===== src/rtl/aritmetica_pkg.sv =====
// Shared types and helpers for the arithmetic layer: multiplier FSM states
// and the width of the iteration counter.
package aritmetica_pkg;

  typedef enum logic [1:0] {
    IDLE,
    CALC,
    FIN
  } estado_mult_t;

  // Counter must represent 0..n so an overrun past the last iteration is visible.
  function automatic int count_w(input int n);
    return $clog2(n + 1);
  endfunction

endpackage


===== src/rtl/sumador.sv =====
// Unsigned ripple adder with carry in; also flags two's-complement overflow
// for callers that interpret the operands as signed.
module sumador #(
  parameter int NUM_BITS = 4
) (
  input  logic [NUM_BITS-1:0] A,
  input  logic [NUM_BITS-1:0] B,
  input  logic                Cin,
  output logic [NUM_BITS-1:0] S,
  output logic                C,
  output logic                V
);

  // Sum and carry out from one zero-extended addition.
  always_comb begin
    {C, S} = {1'b0, A} + {1'b0, B} + {{NUM_BITS{1'b0}}, Cin};
    V      = (A[NUM_BITS-1] == B[NUM_BITS-1]) && (S[NUM_BITS-1] != A[NUM_BITS-1]);
  end

endmodule


===== src/rtl/multiplicador_secuencial.sv =====
// Shift-and-add unsigned multiplier: one shared adder is reused over
// NUM_BITS cycles to build a 2*NUM_BITS-bit product behind a start/busy/done
// handshake.
module multiplicador_secuencial
  import aritmetica_pkg::*;
#(
  parameter int NUM_BITS = 4
) (
  input  logic                  clk,
  input  logic                  rst_n,
  input  logic                  start,
  input  logic [NUM_BITS-1:0]   A,
  input  logic [NUM_BITS-1:0]   B,
  output logic                  busy,
  output logic                  done,
  output logic [2*NUM_BITS-1:0] P
);

  localparam int            CW   = count_w(NUM_BITS);
  localparam logic [CW-1:0] LAST = CW'(NUM_BITS - 1);

  estado_mult_t        state;
  logic [NUM_BITS-1:0] mcand;
  logic [NUM_BITS-1:0] acc_hi;
  logic [NUM_BITS-1:0] acc_lo;
  logic [CW-1:0]       count;

  logic [NUM_BITS-1:0] addend;
  logic [NUM_BITS-1:0] sum;
  logic                cout;
  logic                v_unused;
  logic [NUM_BITS-1:0] acc_hi_nxt;
  logic [NUM_BITS-1:0] acc_lo_nxt;

  // Partial product is the multiplicand gated by the current multiplier LSB.
  always_comb begin
    addend     = acc_lo[0] ? mcand : '0;
    acc_hi_nxt = {cout, sum[NUM_BITS-1:1]};
    acc_lo_nxt = {sum[0], acc_lo[NUM_BITS-1:1]};
  end

  sumador #(.NUM_BITS(NUM_BITS)) sumador_mult (
    .A  (acc_hi),
    .B  (addend),
    .Cin(1'b0),
    .S  (sum),
    .C  (cout),
    .V  (v_unused)
  );

  // Control FSM and accumulator shift register; busy/done/P are registered.
  always_ff @(posedge clk) begin
    if (!rst_n) begin
      state  <= IDLE;
      mcand  <= '0;
      acc_hi <= '0;
      acc_lo <= '0;
      count  <= '0;
      busy   <= 1'b0;
      done   <= 1'b0;
      P      <= '0;
    end else begin
      case (state)
        IDLE: begin
          done <= 1'b0;
          if (start) begin
            mcand  <= A;
            acc_hi <= '0;
            acc_lo <= B;
            count  <= '0;
            busy   <= 1'b1;
            state  <= CALC;
          end
        end
        CALC: begin
          if (count > LAST) begin
            // Counter overran the iteration budget: abandon the operation.
            busy  <= 1'b0;
            state <= IDLE;
          end else begin
            acc_hi <= acc_hi_nxt;
            acc_lo <= acc_lo_nxt;
            count  <= count + CW'(1);
            if (count == LAST) begin
              busy  <= 1'b0;
              done  <= 1'b1;
              P     <= {acc_hi_nxt, acc_lo_nxt};
              state <= FIN;
            end
          end
        end
        FIN: begin
          done  <= 1'b0;
          state <= IDLE;
        end
        default: begin
          busy  <= 1'b0;
          done  <= 1'b0;
          state <= IDLE;
        end
      endcase
    end
  end

endmodule


===== config.mk =====
export PLATFORM = sky130hd
export DESIGN_NAME = multiplicador_secuencial
export DESIGN_NICKNAME = d
export VERILOG_FILES = /design/src/rtl/aritmetica_pkg.sv /design/src/rtl/sumador.sv /design/src/rtl/multiplicador_secuencial.sv
export SDC_FILE = /design/constraint.sdc
export NUM_CORES = 1
export LEC_CHECK = 0
export CELL_PAD_IN_SITES_DETAIL_PLACEMENT = 1
export CELL_PAD_IN_SITES_GLOBAL_PLACEMENT = 2
export CORE_MARGIN = 1
export CORE_UTILIZATION = 34
export DETAILED_ROUTE_END_ITERATION = 12
export PLACE_DENSITY = 0.93
export SYNTH_ARGS = -nofsm -noshare
export SYNTH_HDL_FRONTEND = slang
export SYNTH_SLANG_ARGS = --single-unit

===== constraint.sdc =====
create_clock -name clk -period 3 [get_ports clk]
set_input_delay 0.6 -clock clk [delete_from_list [all_inputs] [get_ports clk]]
set_output_delay 0.6 -clock clk [all_outputs]
set_load 0.05 [all_outputs]

==> impl_metrics.py <==
metrics = {
    "yosys": {
        "ys.flop_type": "dfxtp_1",
        "synth_top_area_share_pct": 41.9,
        "synth-xor-area-share_pct": 1.36,
        "async_flop_share_pct": 0,
        "synth_compound_area_share_pct": 9.59,
        "synth_cells": 139,
        "ys_seq_elements": 27,
        "synth_edf_count": 0,
        "syn-cell-area_sq_um": 1290,
        "synthDistinctLibCells": 37,
        "synthAdderAreaFrac_pct": 7.36,
        "yosys.area_share.simple_pct": 23.5,
        "synthMuxAreaShare_pct": 10.9,
        "yosysSeqAreaShare_pct": 41.9,
        "postSynthAreaPerCell_sq_um": 9.29,
        "synth_area_leader_cell": "dfxtp_1",
        "ys_top_cells_by_area": "dfxtp_1, mux2i_1, ha_1",
        "synthesis.nets": 157,
        "synth_warnings": 0,
        "synth_top_family_by_area": "simple AND/OR/NAND/NOR gates",
    },
    "cells_and_area": {
        "drive_gt1_share_pct": 8.23,
        "area_delta_synth_final_pct": 21.8,
        "nNetsFinal": 177,
        "fin_util_pct": 43.0,
        "design_area_sq_um": 1570,
        "diodes": 0,
    },
    "clock_tree": {
        "cts_tree": "built",
        "cts_buffer_depth": 2,
        "htreeDepth": 1,
        "clk_pin_slew_ps": 100,
        "insertion_delay_ps": 280,
        "numCtsBuffers": 3,
        "post-cts-setup-buffers": 0,
        "cts_sinks": 27,
        "cts_resized": 0,
        "cts_hold_buffers": 0,
        "cts-root-buf": "clkbuf_8",
    },
    "floorplan": {
        "io_pins": 21,
        "die_w_um": 63.6,
        "die_area_sq_um": 4050,
        "row_count": 22,
        "core_sq_um": 3660,
        "start_util_pct": 35.3,
        "die_h_um": 63.6,
    },
    "place": {
        "place_congestion": 0.804,
        "dp_hpwl_um": 2170,
        "placed_area_sq_um": 1530,
        "portBuffers": 20,
    },
    "sta": {
        "finClkSkew_ps": 9.11,
        "setup_viol": 0,
        "relSlewSlack_pct": 66.6,
        "drv_slew": 0,
        "final.setup.tns_ps": 0,
        "fmax_ghz": 0.468,
        "period_minus_slack_ps": 2140,
        "post-route-period-util_pct": 71.2,
        "worstMarginPinSlew_ps": 499,
        "finalHoldViolations": 0,
        "rsz0062_at_grt": "false",
        "holdWs_ps": 484,
    },
    "worst_setup_path": {
        "path_max_fanout": 11,
        "crit_required_ps": 3220,
        "worstSetupEndpointType": "flop",
        "cp-start-kind": "flop",
        "crit_type": "reg -> reg",
        "cp.arrival_ps": 2360,
    },
    "hold_path": {
        "worstHoldPathType": "reg -> reg",
    },
    "drt": {
        "drc": 0,
        "antenna_left": 0,
        "drt-total-wl_um": 2910,
        "first_pass_iters": 2,
        "wl_met3_um": 84,
        "vias": 1045,
        "wl_met1_um": 1270,
        "vias_per_cell": 5.07,
        "top_layer": "met4",
        "met2_length_um": 1520,
        "drt_iter0_drc": 20,
        "wire_per_inst_um": 14.1,
    },
    "run": {
        "cap_violations": 0,
    },
    "run_status": {
        "status": "complete, no violations",
    },
    "pwr": {
        "peakVddDrop_v": 0.000323,
        "cellPowerDensity_nw_per_um2": 434,
        "power.leakage_nw": 0.676,
    },
    "global_route": {
        "grtUsageTotal_pct": 16.5,
        "grt_pass1_wl_um": 5140,
        "grt_pass1_vias": 1131,
        "antenna_found_initial": 0,
        "grt_remaining_overflow": 0,
        "grt_max_degree": 16,
    },
}
[worst max-delay path: stages (launching register included)]
cell     delay [ps]
dfxtp_1         420
ha_1            220
ha_1            220
and3b_1         220
or4b_4          630
or2_0           260
a21oi_2         110
[synth_stat cells, types with 2 or more instances]
library cell and n:
a311oi_1 4, buf_6 2, nor2_1 12, nor3b_1 3, dfxtp_1 27, nor3_1 6, a21oi_1 3, nand2b_1 2
inv_1 6, buf_2 2, nand3_1 3, or3_2 3, nand2_1 18, clkbuf_1 4, and2_1 4, mux2i_1 14
ha_1 6
[power breakdown]
| part | internal (mW) | switching (mW) | total [mW] |
|---|---|---|---|
| registers | 0.372 | 0.0109 | 0.382 |
| clock network | 0.0935 | 0.120 | 0.214 |
| logic | 0.0396 | 0.0476 | 0.0871 |
[layout make-up]
type / count / area (sq um)
clock inverter: 1 / 5.00
tap: 48 / 60.1
sequential: 27 / 541
inverter: 6 / 22.5
timing repair buffer: 23 / 223
fill: 446 / 2090
multi-input combinational: 98 / 681
clock buffer: 3 / 41.3
[registers in the layout (all words and copies together) (netlist names)]
signal  cells
mcand       4
done        1
state       2
P           8
acc_lo      4
busy        1
acc_hi      4
count       3
[path summary, 6_finish.rpt]
kind,slack [ps],to,depth (start not counted),start
min,480,P[6]$_SDFFE_PN0P_,2,P[6]$_SDFFE_PN0P_
max,860,P[4]$_SDFFE_PN0P_,6,count[0]$_SDFFE_PN0P_
min reg2reg,480,P[6]$_SDFFE_PN0P_,2,P[6]$_SDFFE_PN0P_
max reg2reg,860,P[4]$_SDFFE_PN0P_,6,count[0]$_SDFFE_PN0P_
[metal layers]
layer	global-route usage (%)	vias to the layer above
li1	-	516
met1	18.9	513
met2	29.8	12
met3	4.35	4
met4	4.26	0
met5	0	-
[cells in the final DEF, fill, tap and decap left out, types with 2 or more instances in the layout]
cell / count
nor2_1: 12
dfxtp_1: 27
buf_4: 3
clkbuf_8: 3
or3_2: 3
ha_1: 6
a311oi_1: 4
nor3_1: 6
mux2i_1: 14
nand2_1: 18
clkdlybuf4s50_1: 20
nor3b_1: 3
inv_1: 6
and2_1: 4
nand2b_1: 2
a21oi_1: 3
nand3_1: 3
[per-stage QoR]
step           std cells  setup WS, ps  power [mW]
2_1_floorplan        139          1070       0.446
4_1_cts              206           864       0.692
3_3_place_gp         202           967       0.474
6_report             206           863       0.683
3_5_place_dp         202           851       0.479
5_1_grt              206           743       0.719
[logic make-up after synthesis]
| kind of cell | Yosys count |
|---|---|
| AOI/OAI and AO/OA | 16 |
| xor gates and xnor gates | 2 |
| adders and majority gates | 7 |
| buffers and inverters | 14 |
| DFF | 27 |
| muxes | 14 |
| and+or+nand+nor | 59 |
Note: power is estimated with default switching activity, not from simulation.
